### src/rtl/vga_timing_gen.sv
// Parametrised VGA raster timing generator: clock divider, h/v raster counters
// and fully registered sync, blanking, coordinate and strobe outputs.
module vga_timing_gen #(
  parameter int CLK_DIV  = 4,
  parameter int H_ACTIVE = 640,
  parameter int H_FP     = 16,
  parameter int H_SYNC   = 96,
  parameter int H_BP     = 48,
  parameter int V_ACTIVE = 480,
  parameter int V_FP     = 10,
  parameter int V_SYNC   = 2,
  parameter int V_BP     = 33,
  parameter bit HS_POL   = 1'b0,
  parameter bit VS_POL   = 1'b0,
  parameter int XW       = 10,
  parameter int YW       = 10
) (
  input  logic          clk,
  input  logic          rst_n,
  input  logic          en,
  output logic          HS,
  output logic          VS,
  output logic          isActive,
  output logic [XW-1:0] pix_x,
  output logic [YW-1:0] pix_y,
  output logic          pix_en,
  output logic          line_start,
  output logic          frame_start
);

  localparam int H_TOTAL   = H_ACTIVE + H_FP + H_SYNC + H_BP;
  localparam int V_TOTAL   = V_ACTIVE + V_FP + V_SYNC + V_BP;
  localparam int HS_BEGIN  = H_ACTIVE + H_FP;
  localparam int HS_END    = H_ACTIVE + H_FP + H_SYNC;
  localparam int VS_BEGIN  = V_ACTIVE + V_FP;
  localparam int VS_END    = V_ACTIVE + V_FP + V_SYNC;
  localparam int DW        = (CLK_DIV > 1) ? $clog2(CLK_DIV) : 1;

  logic [DW-1:0] div;
  logic [XW-1:0] h;
  logic [YW-1:0] v;

  logic tick;
  logic h_last;
  logic v_last;
  logic h_sync_zone;
  logic v_sync_zone;
  logic visible;

  // Decode is done on the next-coordinate counters; the registers below turn
  // it into pin-level outputs, so nothing combinational reaches a pin.
  assign tick        = en && (div == DW'(CLK_DIV - 1));
  assign h_last      = (32'(h) == 32'(H_TOTAL - 1));
  assign v_last      = (32'(v) == 32'(V_TOTAL - 1));
  assign h_sync_zone = (32'(h) >= 32'(HS_BEGIN)) && (32'(h) < 32'(HS_END));
  assign v_sync_zone = (32'(v) >= 32'(VS_BEGIN)) && (32'(v) < 32'(VS_END));
  assign visible     = (32'(h) < 32'(H_ACTIVE)) && (32'(v) < 32'(V_ACTIVE));

  // NOTE: sequential state uses non-blocking assignments so every register
  // samples pre-edge values; blocking here would create order-dependent races.
  always_ff @(posedge clk or negedge rst_n) begin
    if (!rst_n) begin
      div <= '0;
    end else if (!en || tick) begin
      div <= '0;
    end else begin
      div <= div + DW'(1);
    end
  end

  always_ff @(posedge clk or negedge rst_n) begin
    if (!rst_n) begin
      h <= '0;
      v <= '0;
    end else if (tick) begin
      if (h_last) begin
        h <= '0;
        v <= v_last ? '0 : v + YW'(1);
      end else begin
        h <= h + XW'(1);
      end
    end
  end

  // All outputs load together from the same (h,v) so they never disagree.
  always_ff @(posedge clk or negedge rst_n) begin
    if (!rst_n) begin
      HS          <= ~HS_POL;
      VS          <= ~VS_POL;
      isActive    <= 1'b0;
      pix_x       <= '0;
      pix_y       <= '0;
      pix_en      <= 1'b0;
      line_start  <= 1'b0;
      frame_start <= 1'b0;
    end else if (tick) begin
      HS          <= h_sync_zone ? HS_POL : ~HS_POL;
      VS          <= v_sync_zone ? VS_POL : ~VS_POL;
      isActive    <= visible;
      pix_x       <= h;
      pix_y       <= v;
      pix_en      <= 1'b1;
      line_start  <= (h == '0);
      frame_start <= (h == '0) && (v == '0);
    end else begin
      pix_en      <= 1'b0;
      line_start  <= 1'b0;
      frame_start <= 1'b0;
    end
  end

endmodule

### config.mk
export PLATFORM = sky130hd
export DESIGN_NAME = vga_timing_gen
export DESIGN_NICKNAME = d
export VERILOG_FILES = /design/src/rtl/vga_timing_gen.sv
export SDC_FILE = /design/constraint.sdc
export NUM_CORES = 1
export LEC_CHECK = 0
export CAP_MARGIN = 20
export CORE_UTILIZATION = 40
export CTS_BUF_LIST = sky130_fd_sc_hd__clkbuf_16
export DETAILED_ROUTE_END_ITERATION = 8
export PLACE_DENSITY = 0.65
export SLEW_MARGIN = 20
export SYNTH_ARGS = -nofsm -noshare
export SYNTH_HDL_FRONTEND = slang
export SYNTH_SLANG_ARGS = --single-unit
### constraint.sdc
create_clock -name clk -period 5.1 [get_ports clk]
set_input_delay 0.765 -clock clk [delete_from_list [all_inputs] [get_ports clk]]
set_output_delay 0.765 -clock clk [all_outputs]
set_load 0.005 [all_outputs]
==> summary.md <==
| Metric | Value |
|---|---|
| Synth Area in Compound Gates | `0.0835` |
| Non-Filler Instances | `297` |
| Placement-stage cell area | `2510 um^2` |
| Status | `complete, no violations` |
| Drt initial violations | `94` |
| Hold Path Class | `reg -> reg` |
| Final Hold Fails | `0` |
| CTS tree | `done` |
| Fin Setup TNS | `0 ns` |
| Reg2Reg Setup Slack | `2.56 ns` |
| DR vias | `1581` |
| Post-Syn Area per Cell | `11.0 um^2` |
| Reg-to-Reg End | `h[0]` |
| RSZ-0062 raised after global routing | `false` |
| Area contributors post-synth | `dfrtp_1, mux2_2, nand2_1` |
| Clock Sinks | `48` |
| Cells on worst reg2reg path | `5` |
| Root Buffer Master | `clkbuf_16` |
| Area leader, netlist | `dfrtp_1` |
| Period utilization | `0.560` |
| GP Congestion | `0.817` |
| Synthesis warning total | `0` |
| Req. time, crit path | `5.27 ns` |
| Post-layout min period | `2.86 ns` |
| H-tree Lvls | `2` |
| WL final | `4410 um` |
| GRT Total Usage | `0.178` |
| Most common cell in the netlist | `dfrtp_1` |
| HPWL after DPL | `2940 um` |
| Total CTS buffers | `5` |
| Largest family of logic cells by synthesized area | `simple AND/OR/NAND/NOR gates` |
| IO Pins | `29` |
| Clock Tree Buf Depth | `2` |
| Cells after synthesis | `197` |
| Kind of start point of the critical path | `input pin` |
| Maximum vdd ir drop | `0.248 mV` |
| Share of flip-flops with an asynchronous set or reset | `1.00` |
| Post-Synth Simple-Gate Area | `0.194` |
| Row count | `26` |
| Slew headroom | `0.301` |
| Crit path max fanout | `31` |
| Crit end category | `register` |
| Pre-CTS WS | `1.96 ns` |
| Total power per unit cell area | `374 nW/um^2` |
| Initial Utilization | `0.420` |
| Post-CTS Setup Bufs | `0` |
| Layout cells sized above 1 | `0.115` |
| Adder-Cell Fraction of Synth Area | `0.0345` |
| # Max-Cap Violations | `0` |
| Max Slew Vio Count | `0` |
| Cell Count Post-Placement | `289` |
| Post-synthesis sequential area ratio | `0.554` |
| Area of the core | `5170 um^2` |
| Critical hold path startpoint | `div[0]` |
| Critical Path AT | `3.03 ns` |
| Fin area | `2670 um^2` |
| # port buffers | `28` |
| DRT antenna net count | `0` |
| Fmax | `350 MHz` |
| Post-layout nets | `235` |
| Setup ws final | `2.24 ns` |
| Remaining global-route overflow | `0` |
| Antenna violations before repair | `0` |
| Clock Latency Late Sink | `0.29 ns` |
| # setup viols final | `0` |
| First-pass GRT wire length | `7430 um` |
| Reg-to-reg startpoint | `div[0]` |
| Cts hold-fix bufs | `0` |
| Top cells by count, synth | `dfrtp_1, nand2_1, o21ai_0` |
| Post-synth EDFFs | `0` |
| Die Y-Extent | `75.7 um` |
| Hold Path Sink | `div[0]` |
| Worst Clk Skew | `0.00283 ns` |
| Yosys top cell area share | `0.530` |
| Avg WL per Cell | `14.8 um` |
| Util after Layout | `0.517` |
| Die area | `5730 um^2` |
| Kind of critical path | `in -> reg` |
| ANT cells | `0` |
| Vias per cell | `5.32` |
| Net Count, Synth | `206` |
| Tightest Pin Transition | `1.05 ns` |
| Post-cts gate resize count | `0` |
| Die Wd | `75.7 um` |
| Largest net degree at the start of global routing | `49` |
| Seq cells post-synth | `48` |
| Hold Path Cell Cnt | `1` |
| Synth Area in XOR/XNOR | `0.0363` |
| Static Leakage | `0.00119 uW` |
| DR pass1 iterations | `4` |
| Clock-pin transition on the worst setup and hold timing paths | `0.06 ns` |
| Multiplexer area fraction after synthesis | `0.0668` |
| Drc violations | `0` |
| Vias in the first global route | `1519` |
| Cell variety after synth | `45` |
| Main synth FF type | `dfrtp_1` |
| Layout area overhead | `23.0%` |
| Mapped cell area | `2170 um^2` |
layout make-up:
class	instances	area (um^2)
Fill cell	476	2500
Sequential cell	48	1200
Multi-Input combinational cell	133	902
Timing Repair Buffer	28	278
Clock buffer	5	125
Tap cell	70	87.6
Clock inverter	3	38.8
Inverter	10	37.5
registers in the layout (all words and copies together) (netlist names):
register     cells
pix_y           10
pix_en           1
isActive         1
pix_x           10
h               10
line_start       1
VS               1
frame_start      1
div              2
v               10
HS               1
routing by layer:
metal / up-vias / GRT usage / wire length [um]
li1: 760 / - / -
met4: 0 / 0.0761 / 85
met1: 771 / 0.237 / 2090
met5: - / 0 / 0
met2: 40 / 0.277 / 2060
met3: 10 / 0.0450 / 177
logic make-up (layout without fill, tap and decap cells):
| kind of cell | Yosys count | after routing |
|---|---|---|
| multiplexers | 13 | 13 |
| adder cells (fa/ha/maj) | 6 | 6 |
| flip-flops | 48 | 48 |
| buffers and inverters | 16 | 46 |
| XOR/XNOR | 9 | 9 |
| AND/OR/NAND/NOR | 74 | 74 |
| AO/OA/AOI/OAI | 31 | 31 |
how the worst max path moves through the flow:
stage,start,slack (ns),end
3_5_place_dp,en,1.96,h[0]
2_1_floorplan,h[5],3.23,v[9]
5_1_grt,en,2.07,h[0]
3_3_place_gp,en,1.99,h[0]
6_report,en,2.24,h[0]
4_1_cts,en,2.25,h[0]
critical path, stage by stage:
cell and delay (ns):
clkdlybuf4s50_1 0.46, nand2_1 0.79, clkinv_1 0.54, and3_1 0.32
a21o_1 0.15
stage by stage:
stage               hold slack (ns)  power [uW]
floorplan                     0.414         539
global placement              0.432         639
detailed placement            0.438         642
CTS                           0.446        1010
global route                  0.464        1050
finish                        0.443        1000
report_power, final:
| group | switching [uW] | internal (uW) | total, uW | leakage, uW |
|---|---|---|---|---|
| clock | 138 | 229 | 367 | 0.0000850 |
| sequential | 35.9 | 436 | 472 | 0.000622 |
| combinational | 64.6 | 96.3 | 161 | 0.000481 |
| total | 239 | 761 | 1000 | 0.00119 |
cells in the final DEF (no fill, tap or decap), types with 2 or more instances in the layout:
master,instances
nor3_1,3
inv_1,10
and3_1,4
dfrtp_1,46
nor4b_1,3
nand4b_1,2
clkdlybuf4s50_1,27
a21oi_1,3
o21ai_0,17
nand4_1,4
mux2_2,12
nor2_1,5
nor2b_1,2
nor4_1,3
and3b_1,2
clkbuf_16,5
and4_1,3
xor2_1,2
dfstp_2,2
nand2_1,25
nand3_1,10
xnor2_1,7
ha_1,6
Power figures use the tool's default switching activity.
